[src/rtl/audio_sample_unpacker.sv]
// rtl/audio_sample_unpacker.sv - HDMI audio sample packet to stereo sample FIFO unpacker
// Build option HDMI_AUDIO_PARITY_CHECK_EN zeroes channels failing IEC 60958 parity and raises parity_error.
module audio_sample_unpacker #(
  parameter int AUDIO_BIT_WIDTH = 16,
  parameter int FIFO_DEPTH      = 8
) (
  input  logic                            clk_audio,
  input  logic                            audio_buffer_rst,
  input  logic                            packet_valid,
  output logic                            packet_ready,
  input  logic [23:0]                     header,
  input  logic [3:0][55:0]                sub,
  input  logic                            sample_tick,
  output logic [1:0][AUDIO_BIT_WIDTH-1:0] audio_sample_word,
  output logic                            audio_sample_valid,
  output logic                            frame_start,
  output logic                            underrun,
  output logic                            parity_error
);
  localparam int W  = AUDIO_BIT_WIDTH;
  localparam int AW = $clog2(FIFO_DEPTH);
  localparam int CW = AW + 1;
  localparam int EW = 2 * W + 1;

  typedef enum logic {IDLE, UNPACK} state_t;

  state_t               state, state_next;
  logic                 rst_done;
  logic [1:0]           k;
  logic [3:0]           lat_present, lat_b;
  logic [3:0][W-1:0]    lat_left, lat_right;
  logic [EW-1:0]        mem [FIFO_DEPTH];
  logic [AW-1:0]        wptr, rptr;
  logic [CW-1:0]        count;
  logic [EW-1:0]        head;
  logic                 accept, accept_t2, push, pop;
  logic                 unused_fields;

  assign unused_fields = ^{header, sub};

  // rst_done keeps the block closed until the first edge after reset release
  assign packet_ready = rst_done && (state == IDLE) && (count <= CW'(FIFO_DEPTH - 4));
  assign accept       = packet_valid && packet_ready;
  assign accept_t2    = accept && (header[7:0] == 8'h02);
  assign push         = (state == UNPACK) && lat_present[k];
  assign pop          = sample_tick && (count != '0);
  assign head         = mem[rptr];

`ifdef HDMI_AUDIO_PARITY_CHECK_EN
  logic [3:0] left_bad, right_bad, lat_bad;

  always_comb begin
    left_bad  = '0;
    right_bad = '0;
    for (int i = 0; i < 4; i++) begin
      left_bad[i]  = (^{sub[i][23:0],  sub[i][50:48]}) != sub[i][51];
      right_bad[i] = (^{sub[i][47:24], sub[i][54:52]}) != sub[i][55];
    end
  end

  always_ff @(posedge clk_audio) begin
    if (accept_t2) begin
      for (int i = 0; i < 4; i++) begin
        lat_left[i]  <= left_bad[i]  ? '0 : sub[i][W-1:0];
        lat_right[i] <= right_bad[i] ? '0 : sub[i][24+W-1:24];
        lat_bad[i]   <= left_bad[i] | right_bad[i];
      end
    end
  end

  always_ff @(posedge clk_audio or posedge audio_buffer_rst) begin
    if (audio_buffer_rst)
      parity_error <= 1'b0;
    else if (push && lat_bad[k])
      parity_error <= 1'b1;
  end
`else
  always_ff @(posedge clk_audio) begin
    if (accept_t2) begin
      for (int i = 0; i < 4; i++) begin
        lat_left[i]  <= sub[i][W-1:0];
        lat_right[i] <= sub[i][24+W-1:24];
      end
    end
  end

  assign parity_error = 1'b0;
`endif

  always_ff @(posedge clk_audio) begin
    if (accept_t2) begin
      lat_present <= header[11:8];
      lat_b       <= header[23:20];
    end
  end

  always_ff @(posedge clk_audio or posedge audio_buffer_rst) begin
    if (audio_buffer_rst) begin
      state    <= IDLE;
      k        <= 2'd0;
      rst_done <= 1'b0;
    end else begin
      state    <= state_next;
      rst_done <= 1'b1;
      k        <= (state == UNPACK) ? k + 2'd1 : 2'd0;
    end
  end

  always_comb begin
    state_next = state;
    case (state)
      IDLE:    if (accept_t2) state_next = UNPACK;
      UNPACK:  if (k == 2'd3) state_next = IDLE;
      default: state_next = IDLE;
    endcase
  end

  always_ff @(posedge clk_audio) begin
    if (push)
      mem[wptr] <= {lat_left[k], lat_right[k], lat_b[k]};
  end

  always_ff @(posedge clk_audio or posedge audio_buffer_rst) begin
    if (audio_buffer_rst) begin
      wptr  <= '0;
      rptr  <= '0;
      count <= '0;
    end else begin
      if (push) wptr <= wptr + AW'(1);
      if (pop)  rptr <= rptr + AW'(1);
      case ({push, pop})
        2'b10:   count <= count + CW'(1);
        2'b01:   count <= count - CW'(1);
        default: count <= count;
      endcase
    end
  end

  // An empty-FIFO tick never sees a same-cycle push: no bypass path
  always_ff @(posedge clk_audio or posedge audio_buffer_rst) begin
    if (audio_buffer_rst) begin
      audio_sample_word  <= '0;
      audio_sample_valid <= 1'b0;
      frame_start        <= 1'b0;
      underrun           <= 1'b0;
    end else begin
      audio_sample_valid <= pop;
      frame_start        <= pop && head[0];
      if (pop) begin
        audio_sample_word[0] <= head[EW-1:W+1];
        audio_sample_word[1] <= head[W:1];
      end
      if (sample_tick && (count == '0))
        underrun <= 1'b1;
    end
  end

endmodule

[config.mk]
export PLATFORM = sky130hd
export DESIGN_NAME = audio_sample_unpacker
export DESIGN_NICKNAME = d
export VERILOG_FILES = /design/src/rtl/audio_sample_unpacker.sv
export SDC_FILE = /design/constraint.sdc
export NUM_CORES = 1
export LEC_CHECK = 0
export ABC_CLOCK_PERIOD_IN_PS = 6900
export BUFFER_PORTS_ARGS = -buffer_cell sky130_fd_sc_hd__buf_2
export CORE_MARGIN = 2
export CORE_UTILIZATION = 45
export CTS_CLUSTER_DIAMETER = 50
export CTS_CLUSTER_SIZE = 24
export DETAILED_ROUTE_END_ITERATION = 6
export PLACE_DENSITY = 0.69
export SETUP_SLACK_MARGIN = 0.5
export SYNTH_ARGS = -nofsm -noshare
export SYNTH_HDL_FRONTEND = slang
export SYNTH_SLANG_ARGS = --single-unit
[constraint.sdc]
create_clock -name clk_audio -period 6.9 [get_ports clk_audio]
set_clock_uncertainty 0.15 [all_clocks]
set_input_delay 1.035 -clock clk_audio [delete_from_list [all_inputs] [get_ports clk_audio]]
set_output_delay 1.035 -clock clk_audio [all_outputs]
set_load 0.01 [all_outputs]
---- Yosys cells after proc, flatten, opt, wreduce, memory -nomap -nowiden ----
Memory sizes are Yosys's and may differ from the RTL's.
Cells that the tools add are included.
word-level totals
  word-level logic and storage cells ...... 60
  bits in registers ....................... 185
  memories kept ........................... 1
  output and inout port bits .............. 37
  bits of input ports ..................... 252
  memory bits (writable) .................. 264
memories
  memory  depth  bits a word  read ports  clocked after Yosys merged registers in  write ports  line  source
  mem     8      33           1           0                                        1            32    logic [EW-1:0] mem [FIFO_DEPTH];
cells by class
  $add $sub $neg .......................... 5
  equality and inequality tests ........... 4
  bitwise gates (word level) .............. 1
  multiplexer cells ....................... 15
  order comparisons ....................... 2
  reduce and logical (&&, ||, !) cells .... 11
operators with widths
  kind                 number
  $bmux 16 s2          2
  $mux 16              2
  $eq 8x2->1 const B   1
  $logic_and 1x1->1    8
  $pmux 4 s2           1
  $add 3x1->3 const B  2
  $mux 1               6
  $add 4x1->4 const B  1
  $bmux 1 s2           2
  $eq 2x2->1 const B   2
  $le 4x3->1 const B   1
  $logic_not 4->1      1
  $reduce_bool 4->1    1
  $sub 4x1->4 const B  1
  $lt 2x3->1 const B   1
  $add 2x1->2 const B  1
  $eq 2x1->1 const B   1
  $mux 2               1
  $pmux 1 s2           1
  $reduce_bool 2->1    1
  $not 1->1            1

---- Depth between registers and ports, before layout ----
Gate-level depths: netlist of run 1.
  depth in word-level cells ............... 7
  gate-level depth with buffers ........... 10
  mapped depth without buffers ............ 9

---- Least setup slack after synthesis of run 1 ----
Ideal clock, no wire load.
  path kind ............................... in2reg
  from .................................... input header[0]
  to ...................................... register lat_b[0], enable pin
  setup time .............................. 0.633 ns
  buffers on the path ..................... 0
  stages .................................. 2
  path slack .............................. -1.054 ns
  data arrival time ....................... 7.171 ns
  data required time ...................... 6.117 ns
  cell sequence ........................... or3b_2 > nor2_1
on the way
  cells in the longest elaborated chain, start to end .. 2
RTL lines
  element                 line  source
  start: declaration      11    input logic [23:0] header,
  $eq 8x2->1              44    assign accept_t2 = accept && (header[7:0] == 8'h02);
  $logic_and 1x1->1       44
  net accept_t2           36    logic accept, accept_t2, push, pop;
  end signal: assignment  93    lat_b <= header[23:20];
  end: declaration        30    logic [3:0] lat_present, lat_b;
The timed path passes the listed nets, and every way through them passes these cells.
A chain may end at the register's enable or synchronous reset.

---- Worst setup path after layout of run 1 ----
  from .................................... register count[0]
  to ...................................... register count[2]
on the way
  cells in the longest elaborated chain, start to end .. 4
  elaborated cells on any way between the ends .. 8
  classes of those cells .................. add/sub: 2; eq/ne: 2; mux: 1; reduce/logical: 3
RTL lines
  element                                          line  source
  start: declaration                               34    logic [CW-1:0] count;
  start signal: assignment                         132   2'b10: count <= count + CW'(1);
  start signal: assignment                         133   2'b01: count <= count - CW'(1);
  start signal: assignment                         134   default: count <= count;
  $reduce_bool 4->1 *                              46    assign pop = sample_tick && (count != '0);
  $logic_and 1x1->1 *                              46
  net pop                                          36
  $eq 2x1->1 or $eq 2x2->1 (tied branches)         131   case ({push, pop})
  $pmux 4 s2 or $reduce_bool 2->1 (tied branches)  -
The timed path passes the listed nets; every way through them passes the cells marked *.

==> results of run 1 <==
[worst paths after layout]
check / start / endpoint / slack (ps) / depth (start not counted)
max: count[0] / count[2] / 3710 / 10
min: underrun / underrun / 310 / 1
max reg2reg: count[0] / count[2] / 3710 / 10
min reg2reg: underrun / underrun / 310 / 1
max in group asynchronous: audio_buffer_rst / rptr[0] / 5520 / 3
min in group asynchronous: audio_buffer_rst / audio_sample_word[28] / 530 / 3
[critical path, delay by kind of cell (launching register included)]
family	cells	cell delay [ps]
buffers and inverters	2	880
AND/OR/NAND/NOR	1	60
XOR/XNOR	3	460
AO/OA/AOI/OAI	2	520
flip-flops	1	480
adder cells (fa/ha/maj)	2	510
[per-stage QoR]
step	instance area, um2	instances	util	power [mW]	hold slack [ps]
2_1_floorplan	17100	859	-	4.32	335
3_3_place_gp	18400	1520	0.492	4.60	287
3_5_place_dp	18400	1520	0.492	4.63	294
4_1_cts	19800	1594	0.529	6.96	318
5_1_grt	19800	1594	0.529	7.17	342
6_report	19800	1594	0.529	6.87	312
[flip-flops by register name, summed over array words and instances, names as in the netlist, 2 cells and up]
name               count
audio_sample_word     32
count                  4
k                      2
lat_b                  4
lat_left              64
lat_present            4
lat_right             64
mem                  264
rptr                   3
wptr                   3
[cell families (layout without fill, tap and decap cells)]
logic type      after synthesis  count (layout)  share of synthesized area
compound gates              104             104                     0.0440
xor+xnor                      9               9                    0.00462
fa+ha+maj                     6               6                    0.00440
buf+inv                      51             275                     0.0237
flops                       449             449                      0.775
mux                         167             167                      0.129
other cells                   2               2                   0.000440
simple gates                 71              71                     0.0183
[cell type report]
class,count,area share
clock buffer,43,0.0521
clock inverter,31,0.0185
inverter,3,0.000568
multi-input combinational,359,0.177
sequential,449,0.667
tap,511,0.0322
timing repair buffer,198,0.0525
[cell usage after synthesis, drive strengths merged (2+ instances only)]
cell / count
xor2: 3
mux4: 36
o22ai: 9
clkbuf: 14
nand3: 2
mux2i: 65
nor4: 2
ha: 6
dfrtp: 49
xnor2: 6
nor3: 4
inv: 3
nand2: 42
a22oi: 25
a221o: 7
nand2b: 3
conb: 2
o221ai: 25
mux2: 66
buf: 34
nor2: 11
o21ai: 34
edfxtp: 400
[routing by layer]
layer,share of wire,up-vias
met5,0,-
met4,0.024,0
met3,0.057,53
met2,0.50,200
met1,0.42,4185
li1,-,3849
[where the power goes]
| part | switching, mW | internal [mW] | leakage (nW) |
|---|---|---|---|
| Combinational | 0.683 | 0.602 | 2.05 |
| Sequential | 0.182 | 3.08 | 4.18 |
| Clock | 1.11 | 1.21 | 0.681 |
==> flow_summary_export.csv, run 1 <==
group,metric,value,unit
power_and_ir_drop,peakVddDrop,0.220,mV
sta,final.setup.worst_slack,3710,ps
global_route,grt_use_met3,0.0409,
die,rows,71,
sta,timing.fmax,0.313,GHz
power_and_ir_drop,leakagePower,6.91,nW
worst_setup_path,crit_chain,"o41ai_4, buf_4, inv_1, ha_1, xor2_1, ha_1, a21oi_1, xor2_1, nor2_1, xor2_1",
sta,tightest_slew,1130,ps
clock_network,cts_tree,"yes",
route,via_per_inst,5.20,
global_route,use_met2,0.278,
route,wl_per_cell,19.7,um
yosys,syn_area,17100,um2
global_route,grtUsageTotal,0.164,
global_route,grt_pass1_vias,8529,
place,post-place-ws,3300,ps
worst_setup_path,startpoint_type,"flip-flop",
worst_setup_path,cp_data_required_time,7190,ps
global_route,grt_max_degree,137,
sta,rsz0062_at_grt,"no",
finish,multi_input_area,3510,um2
yosys,yosysWarnings,0,
yosys,syn_inst,859,
yosys,async_reset_ff_frac,0.109,
yosys,ys.flop_type,"edfxtp_1",
finish,layout_commonest_cell,"edfxtp_1",
sta,finalSetupTns,0,ps
die,dieArea,39500,um2
worst_setup_path,slowest_stage,"buf_4",
sta,maxSlewHeadroom,0.249,
sta,period_minus_slack,3190,ps
yosys,avgSynthCellArea,19.9,um2
finish,nFillCells,3048,
route,vias,8287,
worst_setup_path,cp-end-kind,"flip-flop",
power_and_ir_drop,p_per_area,346,nW/um2
yosys,synth_top_area_frac,0.704,
worst_setup_path,crit_arrival,3480,ps
clock_network,htreeDepth,2,
finish,drive_above_1_share,0.355,
sta,setup-violations-final,0,
die,die_y,199,um
yosys,ys_seq_elements,449,
route,wirelength,31400,um
sta,hold_violations,0,
clock_network,cts_setup_buffers,0,
die,core_area,37500,um2
die,ios,289,
yosys,synth.distinct_cells,42,
clock_network,clock_sinks,449,
hold_path,hp-class,"reg -> reg",
place,gp_congestion,0.686,
worst_setup_path,crit_path_max_incr_delay,640,ps
route,drc,0,
global_route,gr-usage-met1,0.208,
route,ant_nets,0,
clock_network,clk_path_buf_depth,3,
sta,finalCritPeriodShare,0.463,
global_route,grt_pass1_wl,48000,um
clock_network,cts_made_buffers,40,
yosys,yosys.area.top_type,"edfxtp_1",
clock_network,clkLatencyLatePin,570,ps
finish,num-nets-final,1309,
route,drt_iter0_markers,479,
finish,register_area,13200,um2
global_route,overflow,0,
yosys,synth.area.top_cells,"edfxtp_1 (70%), dfrtp_1 (7.2%), mux4_2 (4.7%), mux2_2 (4.1%), mux2i_1 (3.8%)",
yosys,synthesis.nets,1117,
yosys,seq_area_frac_synth,0.775,
clock_network,clk_pin_slew,80,ps
finish,area_growth,16.2,%
worst_setup_path,critPathKind,"reg -> reg",
finish,antenna-diode-count,0,
yosys,synth-edff-count,400,
outcome,status,"finished, final reports clean",
finish,layout_common_cells,"edfxtp_1 (400), buf_2 (183), mux2i_1 (65)",
route,dr.pass1.iters,4,
global_route,antenna_found_initial,0,
worst_setup_path,cp_common_cell,"xor2_1",
flow_run,cap_violations,0,
clock_network,cts_resized,0,
die,die_x,199,um
place,hpwl,17200,um
place,io_buffers,183,
sta,drv_slew,0,
clock_network,cts_root_buf,"clkbuf_16",
worst_setup_path,path_max_fanout,68,
die,start_util,0.455,
global_route,grt_busiest_layer,"met2",
clock_network,ctsHoldBuffers,0,
Power figures use the tool's default switching activity.
==> run 2, diff against run 1 <==
- ABC_CLOCK_PERIOD_IN_PS: 6900 -> 3080
- PLACE_DENSITY: 0.69 -> 0.66
- clock period: 6.9 -> 3.08 ns (I/O delays scaled with it)
==> run 2 against run 1 <==
- register-to-register slack lost 3100 ps
- worst hold slack worse by 240 ps
- clock power increased by 120%
- non-clock buffer count increased by 155
==> flow_summary_export.csv, run 2 (same netlist as run 1, synthesis figures left out) <==
group,metric,value,unit
worst_setup_path,cp_data_required_time,3360,ps
global_route,overflow,0,
global_route,antenna_found_initial,0,
global_route,grtUsageTotal,0.179,
power_and_ir_drop,seqPwrFrac,0.465,
route,dr.pass1.iters,4,
die,dieArea,39500,um2
worst_setup_path,slowest_stage,"dfrtp_1",
worst_setup_path,startpoint_type,"flip-flop",
route,via_per_inst,5.06,
sta,hold_violations,0,
clock_network,clkLatencyLatePin,560,ps
die,start_util,0.455,
clock_network,cts_setup_buffers,0,
place,io_buffers,183,
finish,multi_input_area,3540,um2
clock_network,clock_sinks,449,
place,hpwl,18600,um
worst_setup_path,r2r_cells,9,
finish,area_growth,25.8,%
sta,tightest_slew,876,ps
die,rows,71,
worst_setup_path,r2r_slack,650,ps
global_route,grt_pass1_vias,9386,
power_and_ir_drop,leakagePower,7.61,nW
power_and_ir_drop,intPower,11.1,mW
sta,timing.fmax,0.412,GHz
worst_setup_path,critPathKind,"reg -> reg",
worst_setup_path,path_max_fanout,7,
worst_setup_path,r2r_end,"count[2]",
finish,layout_commonest_cell,"edfxtp_1",
finish,register_area,13200,um2
outcome,status,"finished, final reports clean",
finish,reg.largest.list,"mem x264, lat_left x64, lat_right x64",
worst_setup_path,worst-path-buf-inv,1,
power_and_ir_drop,p_sw,4.42,mW
power_and_ir_drop,peakVddDrop,0.409,mV
flow_run,cap_violations,0,
die,ios,289,
route,ant_nets,0,
route,drt_iter0_markers,516,
global_route,grt_pass1_wl,52500,um
hold_path,worstHoldPathCells,3,
finish,nFillCells,2837,
power_and_ir_drop,p_per_area,724,nW/um2
clock_network,clk_pin_slew,70,ps
place,gp_congestion,0.678,
power_and_ir_drop,power,15.6,mW
die,core_area,37500,um2
worst_setup_path,crit_chain,"o41ai_4, inv_2, ha_1, xor2_1, ha_1, a21oi_1, xor2_1, nor2_1, xor2_1",
route,vias,8846,
worst_setup_path,crit_path_max_incr_delay,470,ps
sta,finalCritPeriodShare,0.788,
die,die_y,199,um
sta,setup-violations-final,0,
hold_path,hold_start,"header[0]",
clock_network,htreeDepth,2,
sta,drv_slew,0,
clock_network,cts_tree,"yes",
sta,finalSetupTns,0,ps
route,wirelength,33900,um
place,place_inst,1537,
place,placed_cell_area,18700,um2
finish,design_area,21500,um2
worst_setup_path,crit_arrival,2710,ps
clock_network,clk_path_buf_depth,3,
power_and_ir_drop,power_frac_comb,0.207,
worst_setup_path,cp-end-kind,"flip-flop",
die,die_x,199,um
finish,antenna-diode-count,0,
hold_path,hold_path_end,"state",
clock_network,cts_root_buf,"clkbuf_16",
global_route,grt_max_degree,68,
finish,regMostFlops,"mem",
power_and_ir_drop,clockPowerShare,0.328,
hold_path,hp-class,"in -> reg",
sta,period_minus_slack,2430,ps
worst_setup_path,cp_common_cell,"xor2_1",
finish,layout_common_cells,"edfxtp_1 (400), buf_2 (183), dlygate4sd3_1 (138)",
route,wl_per_cell,19.4,um
finish,num-nets-final,1463,
worst_setup_path,path_delay_family,"compound AO/OA/AOI/OAI gates",
worst_setup_path,r2r_start,"count[0]",
clock_network,cts_made_buffers,39,
finish,stdcell_count,1747,
finish,drive_above_1_share,0.328,
route,drc,0,
sta,maxSlewHeadroom,0.414,
sta,rsz0062_at_grt,"no",
sta,hold_ws,67.6,ps
power_and_ir_drop,swShare,0.284,
finish,largest_reg_flops,264,
run 2: cell types whose count changed in the layout (fill, tap and decap cells not counted), sizes merged:
cell | previous run | this run
clkbuf | 43 | 42
dlygate4sd3 | 0 | 138
bufinv | 1 | 2
buf | 198 | 215
clkinv | 11 | 10
clkinvlp | 2 | 1
run 2: worst max path at each step:
stage              start           end  slack [ps]  cells past startpoint
2_1_floorplan   count[1]      lat_b[0]        -500                      5
4_1_cts         count[0]      count[2]         570                      9
5_1_grt         count[0]      count[2]         510                      9
6_report        count[0]      count[2]         650                      9
3_5_place_dp   header[5]  lat_left[19]         560                      5
3_3_place_gp    count[0]      count[2]         630                      9
run 2: repair_timing:
action	in CTS	in global routing
setup endpoints to repair	0	1
endpoints found under the hold margin	155	0
hold buffers	138	0
gates resized for setup	0	2
run 2: worst register-to-register path, stage by stage, from the launching register on:
cell and delay [ps]:
dfrtp_1 470, o41ai_4 430, inv_2 120, ha_1 270
xor2_1 170, ha_1 190, a21oi_1 150, xor2_1 150
nor2_1 60, xor2_1 140
run 2: metrics by stage:
stage / setup WS (ps) / util
5_1_grt: 513 / 0.573
4_1_cts: 575 / 0.573
2_1_floorplan: -503 / -
6_report: 652 / 0.573
3_3_place_gp: 631 / 0.500
3_5_place_dp: 561 / 0.500
run 2: layout make-up:
type,instances,share of cell area
sequential,449,0.617
multi-input combinational,359,0.165
timing repair buffer,353,0.125
clock buffer,42,0.0470
tap,511,0.0298
clock inverter,30,0.0163
inverter,3,0.000524
run 2: routing by layer:
metal,vias up,GRT usage,share of wire
met1,4484,0.229,0.42
met5,-,0,0
met4,0,0.0467,0.016
met3,32,0.0400,0.046
li1,4156,-,-
met2,174,0.310,0.52
run 2: power groups by stage:
stage	Sequential, mW	Combinational, mW	Clock (mW)
after floorplan	7.31	2.38	0
after global placement	7.35	3.09	0
after detailed placement	7.37	3.13	0
after CTS	7.23	3.27	5.24
after global routing	7.29	3.52	5.47
final	7.23	3.22	5.11
